`config.mk`:
```
export PLATFORM = sky130hd
export DESIGN_NAME = pipe_hazard_ctrl
export DESIGN_NICKNAME = d
export VERILOG_FILES = /design/src/rtl/pipe_hazard_ctrl.sv
export SDC_FILE = /design/constraint.sdc
export NUM_CORES = 1
export LEC_CHECK = 0
export ABC_AREA = 0
export CAP_MARGIN = 20
export CORE_MARGIN = 3
export CORE_UTILIZATION = 33
export DETAILED_ROUTE_END_ITERATION = 7
export PLACE_DENSITY = 0.67
export SLEW_MARGIN = 20
export SYNTH_ARGS = -nofsm -noshare
export SYNTH_HDL_FRONTEND = slang
export SYNTH_SLANG_ARGS = --single-unit
```
`constraint.sdc`:
```
create_clock -name clk -period 3.11 [get_ports clk]
set_input_delay 0.622 -clock clk [delete_from_list [all_inputs] [get_ports clk]]
set_output_delay 0.622 -clock clk [all_outputs]
set_load 0.05 [all_outputs]
```
`src/rtl/pipe_hazard_ctrl.sv`:
```
`default_nettype none
// ============================================================================
//  Module   : pipe_hazard_ctrl
//  Function : Pipeline sequencer for the 5-stage MIPS core. Detects load-use
//             and branch-operand hazards, redirects fetch for branches/J/JR
//             resolved in ID, freezes the pipe while data memory is busy
//             (with a watchdog), and counts stall/flush cycles.
//  Revision : 1.0 - initial release
// ============================================================================
module pipe_hazard_ctrl #(
   parameter int CNT_W    = 16,
   parameter int MAX_WAIT = 15
) (
   input  logic             clk,
   input  logic             rst_n,
   input  logic [4:0]       RsAddr_id,
   input  logic [4:0]       RtAddr_id,
   input  logic             UseRs_id,
   input  logic             UseRt_id,
   input  logic             Branch_id,
   input  logic             Z,
   input  logic             J,
   input  logic             JR,
   input  logic             MemRead_ex,
   input  logic             RegWrite_ex,
   input  logic [4:0]       RegWriteAddr_ex,
   input  logic             MemRead_mem,
   input  logic [4:0]       RegWriteAddr_mem,
   input  logic             MemAccess_mem,
   input  logic             DMemReady,
   output logic             PC_IFWrite,
   output logic             IF_IDWrite,
   output logic             IF_Flush,
   output logic             ID_EXBubble,
   output logic             EX_MEMWrite,
   output logic [1:0]       PCSrc,
   output logic             MemTimeout,
   output logic [CNT_W-1:0] StallCnt,
   output logic [CNT_W-1:0] FlushCnt
);

   localparam logic [1:0]       c_RUN      = 2'd0;
   localparam logic [1:0]       c_MEMW     = 2'd1;
   localparam logic [1:0]       c_ERR      = 2'd2;
   localparam logic [7:0]       c_MAX_WAIT = 8'(MAX_WAIT);
   localparam logic [CNT_W-1:0] c_CNT_MAX  = {CNT_W{1'b1}};
   localparam logic [CNT_W-1:0] c_CNT_ONE  = {{(CNT_W-1){1'b0}}, 1'b1};

   logic [1:0]       r_state;
   logic [7:0]       r_waitCnt;
   logic             r_memTimeout;
   logic [CNT_W-1:0] r_stallCnt;
   logic [CNT_W-1:0] r_flushCnt;

   logic       w_rsHitEx;
   logic       w_rtHitEx;
   logic       w_rsHitMem;
   logic       w_rtHitMem;
   logic       w_loadUse;
   logic       w_branchHaz;
   logic       w_stall;
   logic       w_memBusy;
   logic       w_runRules;
   logic [1:0] w_redirect;
   logic [7:0] w_waitNext;

   // Operand matches; register 0 is hardwired so it never creates a dependency
   assign w_rsHitEx  = UseRs_id && (RsAddr_id != 5'd0) && (RsAddr_id == RegWriteAddr_ex);
   assign w_rtHitEx  = UseRt_id && (RtAddr_id != 5'd0) && (RtAddr_id == RegWriteAddr_ex);
   assign w_rsHitMem = UseRs_id && (RsAddr_id != 5'd0) && (RsAddr_id == RegWriteAddr_mem);
   assign w_rtHitMem = UseRt_id && (RtAddr_id != 5'd0) && (RtAddr_id == RegWriteAddr_mem);

   // Load-use: loaded value is not available to ID until it leaves MEM
   assign w_loadUse   = MemRead_ex && (w_rsHitEx || w_rtHitEx);
   // Branch operands are compared in ID, so any in-flight producer stalls it
   assign w_branchHaz = (Branch_id || JR) &&
                        ((RegWrite_ex && (w_rsHitEx || w_rtHitEx)) ||
                         (MemRead_mem && (w_rsHitMem || w_rtHitMem)));
   assign w_stall     = w_loadUse || w_branchHaz;

   assign w_memBusy  = MemAccess_mem && !DMemReady;
   // Normal sequencing applies in RUN without a pending access, and on the
   // cycle a memory wait completes
   assign w_runRules = ((r_state == c_RUN) && !w_memBusy) ||
                       ((r_state == c_MEMW) && DMemReady);

   // Redirect source, fixed priority JR > J > taken branch
   assign w_redirect = JR              ? 2'b11 :
                       J               ? 2'b10 :
                       (Branch_id && Z) ? 2'b01 : 2'b00;

   assign w_waitNext = r_waitCnt + 8'd1;

   // Pipeline enables, bubble/flush and PC select
   always_comb begin
      PC_IFWrite  = 1'b0;
      IF_IDWrite  = 1'b0;
      IF_Flush    = 1'b0;
      ID_EXBubble = 1'b0;
      EX_MEMWrite = 1'b0;
      PCSrc       = 2'b00;
      if (!rst_n) begin
         IF_Flush    = 1'b1;
         ID_EXBubble = 1'b1;
      end else if (w_runRules) begin
         EX_MEMWrite = 1'b1;
         if (w_stall) begin
            ID_EXBubble = 1'b1;
         end else begin
            PC_IFWrite = 1'b1;
            IF_IDWrite = 1'b1;
            PCSrc      = w_redirect;
            IF_Flush   = (w_redirect != 2'b00);
         end
      end
   end

   // Memory-wait sequencer with watchdog; ERR is left only through reset
   always_ff @(posedge clk or negedge rst_n) begin
      if (!rst_n) begin
         r_state      <= c_RUN;
         r_waitCnt    <= 8'd0;
         r_memTimeout <= 1'b0;
      end else begin
         case (r_state)
            c_RUN: begin
               if (w_memBusy) begin
                  r_waitCnt <= 8'd1;
                  if (c_MAX_WAIT <= 8'd1) begin
                     r_state      <= c_ERR;
                     r_memTimeout <= 1'b1;
                  end else begin
                     r_state <= c_MEMW;
                  end
               end
            end
            c_MEMW: begin
               if (DMemReady) begin
                  r_state   <= c_RUN;
                  r_waitCnt <= 8'd0;
               end else if (w_waitNext >= c_MAX_WAIT) begin
                  r_waitCnt    <= w_waitNext;
                  r_state      <= c_ERR;
                  r_memTimeout <= 1'b1;
               end else begin
                  r_waitCnt <= w_waitNext;
               end
            end
            c_ERR: begin
               r_state <= c_ERR;
            end
            default: begin
               r_state <= c_RUN;
            end
         endcase
      end
   end

   // Saturating stall and flush performance counters
   always_ff @(posedge clk or negedge rst_n) begin
      if (!rst_n) begin
         r_stallCnt <= '0;
         r_flushCnt <= '0;
      end else begin
         if (w_runRules && w_stall && (r_stallCnt != c_CNT_MAX)) begin
            r_stallCnt <= r_stallCnt + c_CNT_ONE;
         end
         if (IF_Flush && (r_flushCnt != c_CNT_MAX)) begin
            r_flushCnt <= r_flushCnt + c_CNT_ONE;
         end
      end
   end

   assign MemTimeout = r_memTimeout;
   assign StallCnt   = r_stallCnt;
   assign FlushCnt   = r_flushCnt;

endmodule
`default_nettype wire

```
Word level (Yosys, flattened, before mapping) --
Index checks and enable logic that the tools add are counted.
Storage, ports and cells: register bits after elaboration 43, latch bits 0, RAM bits 0, bits in read-only memories 0, bits of input ports 33, word-level logic and storage cells 77, memories 0
Operators by class: $add $sub $neg 3, multipliers 0, divide/modulo/power cells 0, $lt $le $gt $ge 1, equal/unequal tests 10, shift-type cells 0, mux-type cells 24, bitwise operators 1, reductions and logical operators 33
Operators by type and width (number):
- $add 16x1->16 const B | 2
- $ne 16x16->1 const B | 2
- $eq 5x5->1 | 4
- $logic_and 1x1->1 | 17
- $mux 2 | 8
- $mux 8 | 2
- $pmux 8 s2 | 1
- $mux 1 | 12
- $reduce_bool 5->1 | 2
- $add 8x1->8 const B | 1
- $ge 8x4->1 const B | 1
- $logic_or 1x1->1 | 6
- $pmux 2 s3 | 1
- $reduce_and 2->1 | 2
- $reduce_bool 2->1 | 2
- $ne 3x2->1 const B | 1
- $reduce_and 3->1 | 1
- $eq 2x1->1 const B | 1
- $eq 2x2->1 const B | 1
- $logic_not 1->1 | 2
- $logic_not 2->1 | 1
- $ne 2x2->1 const B | 1
- $not 1->1 | 1

Logic depth before layout (Yosys ltp) --
word-level depth 12, gate-level depth with buffers 9

Worst setup path before layout --
OpenSTA, ideal clock, no wires.
path kind input port to output port, from in MemAccess_mem, to out PCSrc[0], arrival 2838 ps, setup slack -350 ps, stages on the path 5, buffers on the path 0, cells stage by stage nor2_1 nor2_1 nor3_1 nand2_1 nor2_1
On the way: cells in the longest elaborated chain, start to end 6
RTL lines:
- start, declared | RTL line 29 | input logic MemAccess_mem,
- $logic_and 1x1->1 | RTL line 81 | assign w_memBusy = MemAccess_mem && !DMemReady;
- $logic_not 1->1 | RTL line 84 | assign w_runRules = ((r_state == c_RUN) && !w_memBusy) ||
- $logic_and 1x1->1 | RTL line 84
- $logic_or 1x1->1 | RTL line 84
- $mux 2 | RTL line 105 | end else if (w_runRules) begin
- $mux 2 | RTL line 102 | if (!rst_n) begin
- end, declared | RTL line 36 | output logic [1:0] PCSrc,
No other way between the ends.

Worst setup path after layout --
from in RsAddr_id[0], to out IF_Flush
On the way: cells in the longest elaborated chain, start to end 11, elaborated cells between the ends (all ways) 17
RTL lines:
- start, declared | RTL line 16 | input logic [4:0] RsAddr_id,
- $reduce_bool 5->1 | RTL line 68, 70
- $logic_and 1x1->1 | RTL line 68, 70
- $logic_and 1x1->1, on equally long branches | RTL line 68, 70
- $logic_or 1x1->1, on equally long branches | RTL line 74, 77, 78
- $logic_and 1x1->1, on equally long branches | RTL line 77, 78
- $logic_or 1x1->1 | RTL line 77 | ((RegWrite_ex && (w_rsHitEx || w_rtHitEx)) ||
- $logic_and 1x1->1 | RTL line 76 | assign w_branchHaz = (Branch_id || JR) &&
- $logic_or 1x1->1 * | RTL line 79 | assign w_stall = w_loadUse || w_branchHaz;
- $mux 1 * | RTL line 107 | if (w_stall) begin
- $mux 1 * | RTL line 105
- $mux 1 * | RTL line 102
- end, declared | RTL line 33 | output logic IF_Flush,
Mark *: on every way between the ends. The rest lies on a longest branch, timed or not.

==> metrics <==
grt ovf=0; minimum clock period after layout=3030 ps; Placer Congestion=0.8631; Crit Path Max Fanout=3; startpoint class of the critical path=primary input; WP data arrival=2410 ps; vias per inst=4.998; Hold Path Class=in -> async; Int Pwr=0.001212 W; root buffer cell=clkbuf_8; Post-synth EDFFs=0; Clk pwr share=0.206; initial antenna violation count=0; total wire length=6225 um; most frequent cell after synthesis=dfrtp_1; clock latency on the worst-skew pair=280 ps; layout net count=389; WS Path Type=in -> out; crit path cell chain=clkdlybuf4s50_1 -> o21ai_4 -> buf_6 -> nor4_2 -> nor2_2 -> buf_4 -> a41oi_4 -> inv_2 -> buf_12; GRT Overall Usage=0.1440; post-route ant nets=0; status=complete, no violations; H-tree depth=2; Synth top cells by count=43 x dfrtp_1, 31 x xnor2_1, 18 x nand3_1; via count=2,254; unique cell type count in the Yosys netlist=44; Final Hold Fails=0; Core Box Area=7370 um^2; Die ar.=8794 um^2; Die Height=93.78 um; Peak Freq=330.0 MHz; hold slack=425.6 ps; crit end category=primary output; Slowest-stage cell, CP=clkdlybuf4s50_1; global-route wire length before repair=10,360 um; Post-Synthesis Cell Area=2542 um^2; die width=93.78 um; Sw Pwr=0.0008051 W; largest net degree at the start of global routing=45; ys async rst share=1.000; Clock transition at path regs=80 ps; row cnt=31; DR iter-0 viols=81; Synth Warn #=0; First-pass DRT Iterations=5; measured slew at the worst slew-check pin=778.8 ps; CP peak stage delay=590 ps; fin crit share=0.9744; Rel. slew slack=0.4753; I/O Buffers=72; register area share after synthesis=0.4232; area grow syn2layout=49.70%; Post-Synthesis Cells=258; Inserted Clock Buffers=5; final setup fails=0; syn nets=295; starting density of the core=0.3450; Primary FF master, synth=dfrtp_1; area leader, netlist=dfrtp_1; Antenna Cells=0; logic gate share of total power=0.414; ratio of cells with drive above 1 in the final layout=0.1989; top-area cell type share of the netlist area=0.4232; CTS tree=yes; average cell area after synthesis=9.854 um^2; VDD IR max=0.4683 mV; fin area=3806 um^2; synth top area cells=dfrtp_1 42%, xnor2_1 11%, xor2_1 5.5%; Synth Register Bits=43; pwr dens=530.0 nW/um^2; worst-case clock buffer depth=2; clock sinks=43; DR WL/cell=13.80 um; IO Count=73; Slew Limit Fails=0; max cap viols=0; final clock skew=9.553 ps; vias in the first global route=2,200; CP required=2490 ps; Static Leak=1.557 nW; DRC viols=0; hpwl dp=4781 um; Seq pwr share=0.380; placed cell areas=3592 um^2; sw frac=0.3990; fill cell count=692
[cell families after synthesis]
logic type               Yosys count  synth area share
AND/OR/NAND/NOR                  105            0.2392
multiplexers                       6           0.02608
flip-flops                        43            0.4232
buffers and inverters             18           0.03150
AO/OA/AOI/OAI                     35           0.09843
XOR/XNOR                          47            0.1619
adder cells (fa/ha/maj)            4           0.01969
[metrics by stage]
| stage | setup TNS [ps] | power, W | worst slack (ps) | utilization | cells |
|---|---|---|---|---|---|
| 4_1_cts | 0 | 0.002037 | 15.48 | 0.5105 | 452 |
| 6_report | 0 | 0.002017 | 79.76 | 0.5165 | 451 |
| 3_5_place_dp | -2266 | 0.001598 | -263.0 | 0.4874 | 443 |
| 3_3_place_gp | -1801 | 0.001589 | -229.5 | 0.4874 | 443 |
| 5_1_grt | -12.81 | 0.002133 | -7.347 | 0.5165 | 451 |
| 2_1_floorplan | -83.05 | 0.001268 | -41.53 | - | 258 |
[repair_timing]
item                       in CTS  in global routing
setup buffers                   2                  0
pin swaps                      10                 12
resized for setup              24                 18
hold buffers                    0                  0
gates cloned                    0                  0
setup endpoints to repair       6                  6
[sequential cells by signal, indices dropped and copies added, names as in the netlist]
register	count
FlushCnt	16
r_waitCnt	8
r_state	2
MemTimeout	1
StallCnt	16
[routing by layer]
metal	part of all wire	track usage	routed length [um]	up-vias
met5	0	0	0	-
met1	0.46	0.1916	2834	1088
met2	0.50	0.2407	3117	51
met3	0.039	0.03125	240	4
met4	0.0055	0.03008	34	0
li1	-	-	-	1111
[layout by cell type (no fill, tap or decap), types with 3 or more instances in the layout]
cell type	n
clkdlybuf4s50_1	53
dfrtp_1	43
xnor2_1	30
buf_4	23
nand3_1	17
xor2_1	16
nand2_1	15
nor2_1	14
nand4_1	12
o21ai_0	12
nor3_1	10
a21oi_1	7
and3_1	7
buf_12	7
inv_1	6
nor4_2	5
clkbuf_8	5
and4_1	4
ha_1	4
clkdlybuf4s15_1	4
mux2_2	3
o31ai_1	3
dlymetal6s2s_1	3
[worst paths after layout]
| check | slack (ps) | startpoint | end | cells past startpoint |
|---|---|---|---|---|
| worst max register to register | 780 | r_state[0] | FlushCnt[12] | 8 |
| worst min-delay path | 430 | rst_n | r_waitCnt[3] | 2 |
| worst max-delay path | 80 | RsAddr_id[0] | IF_Flush | 9 |
| max in group asynchronous | 2280 | rst_n | FlushCnt[3] | 2 |
| min in group clk | 490 | MemTimeout | MemTimeout | 1 |
| worst min register to register | 490 | MemTimeout | MemTimeout | 1 |
[worst max-delay path, delay by kind of cell]
| kind | cells | cell delay (ps) |
|---|---|---|
| buffers and inverters | 5 | 1080 |
| and+or+nand+nor | 2 | 380 |
| AOI/OAI and AO/OA | 2 | 320 |
[final cells by class]
class                   instances  area, um^2  area share
clock buffers                   6       72.57     0.01907
well taps                      99       123.9     0.03254
repair buffers                 97       975.9      0.2564
inverters                       8       32.53    0.008547
flip-flops and latches         43        1076      0.2827
clock inverters                 1       30.03    0.007890
multi-input cells             197        1495      0.3928
[power by group through the flow]
stage | clock network (W) | registers (W) | logic (W)
after floorplan | 0 | 0.00103 | 0.000241
after global placement | 0 | 0.000773 | 0.000815
after detailed placement | 0 | 0.000775 | 0.000824
after CTS | 0.000434 | 0.000766 | 0.000836
after global routing | 0.000459 | 0.000784 | 0.000891
final | 0.000416 | 0.000766 | 0.000835
No activity file was read; power rests on OpenSTA's default activity.
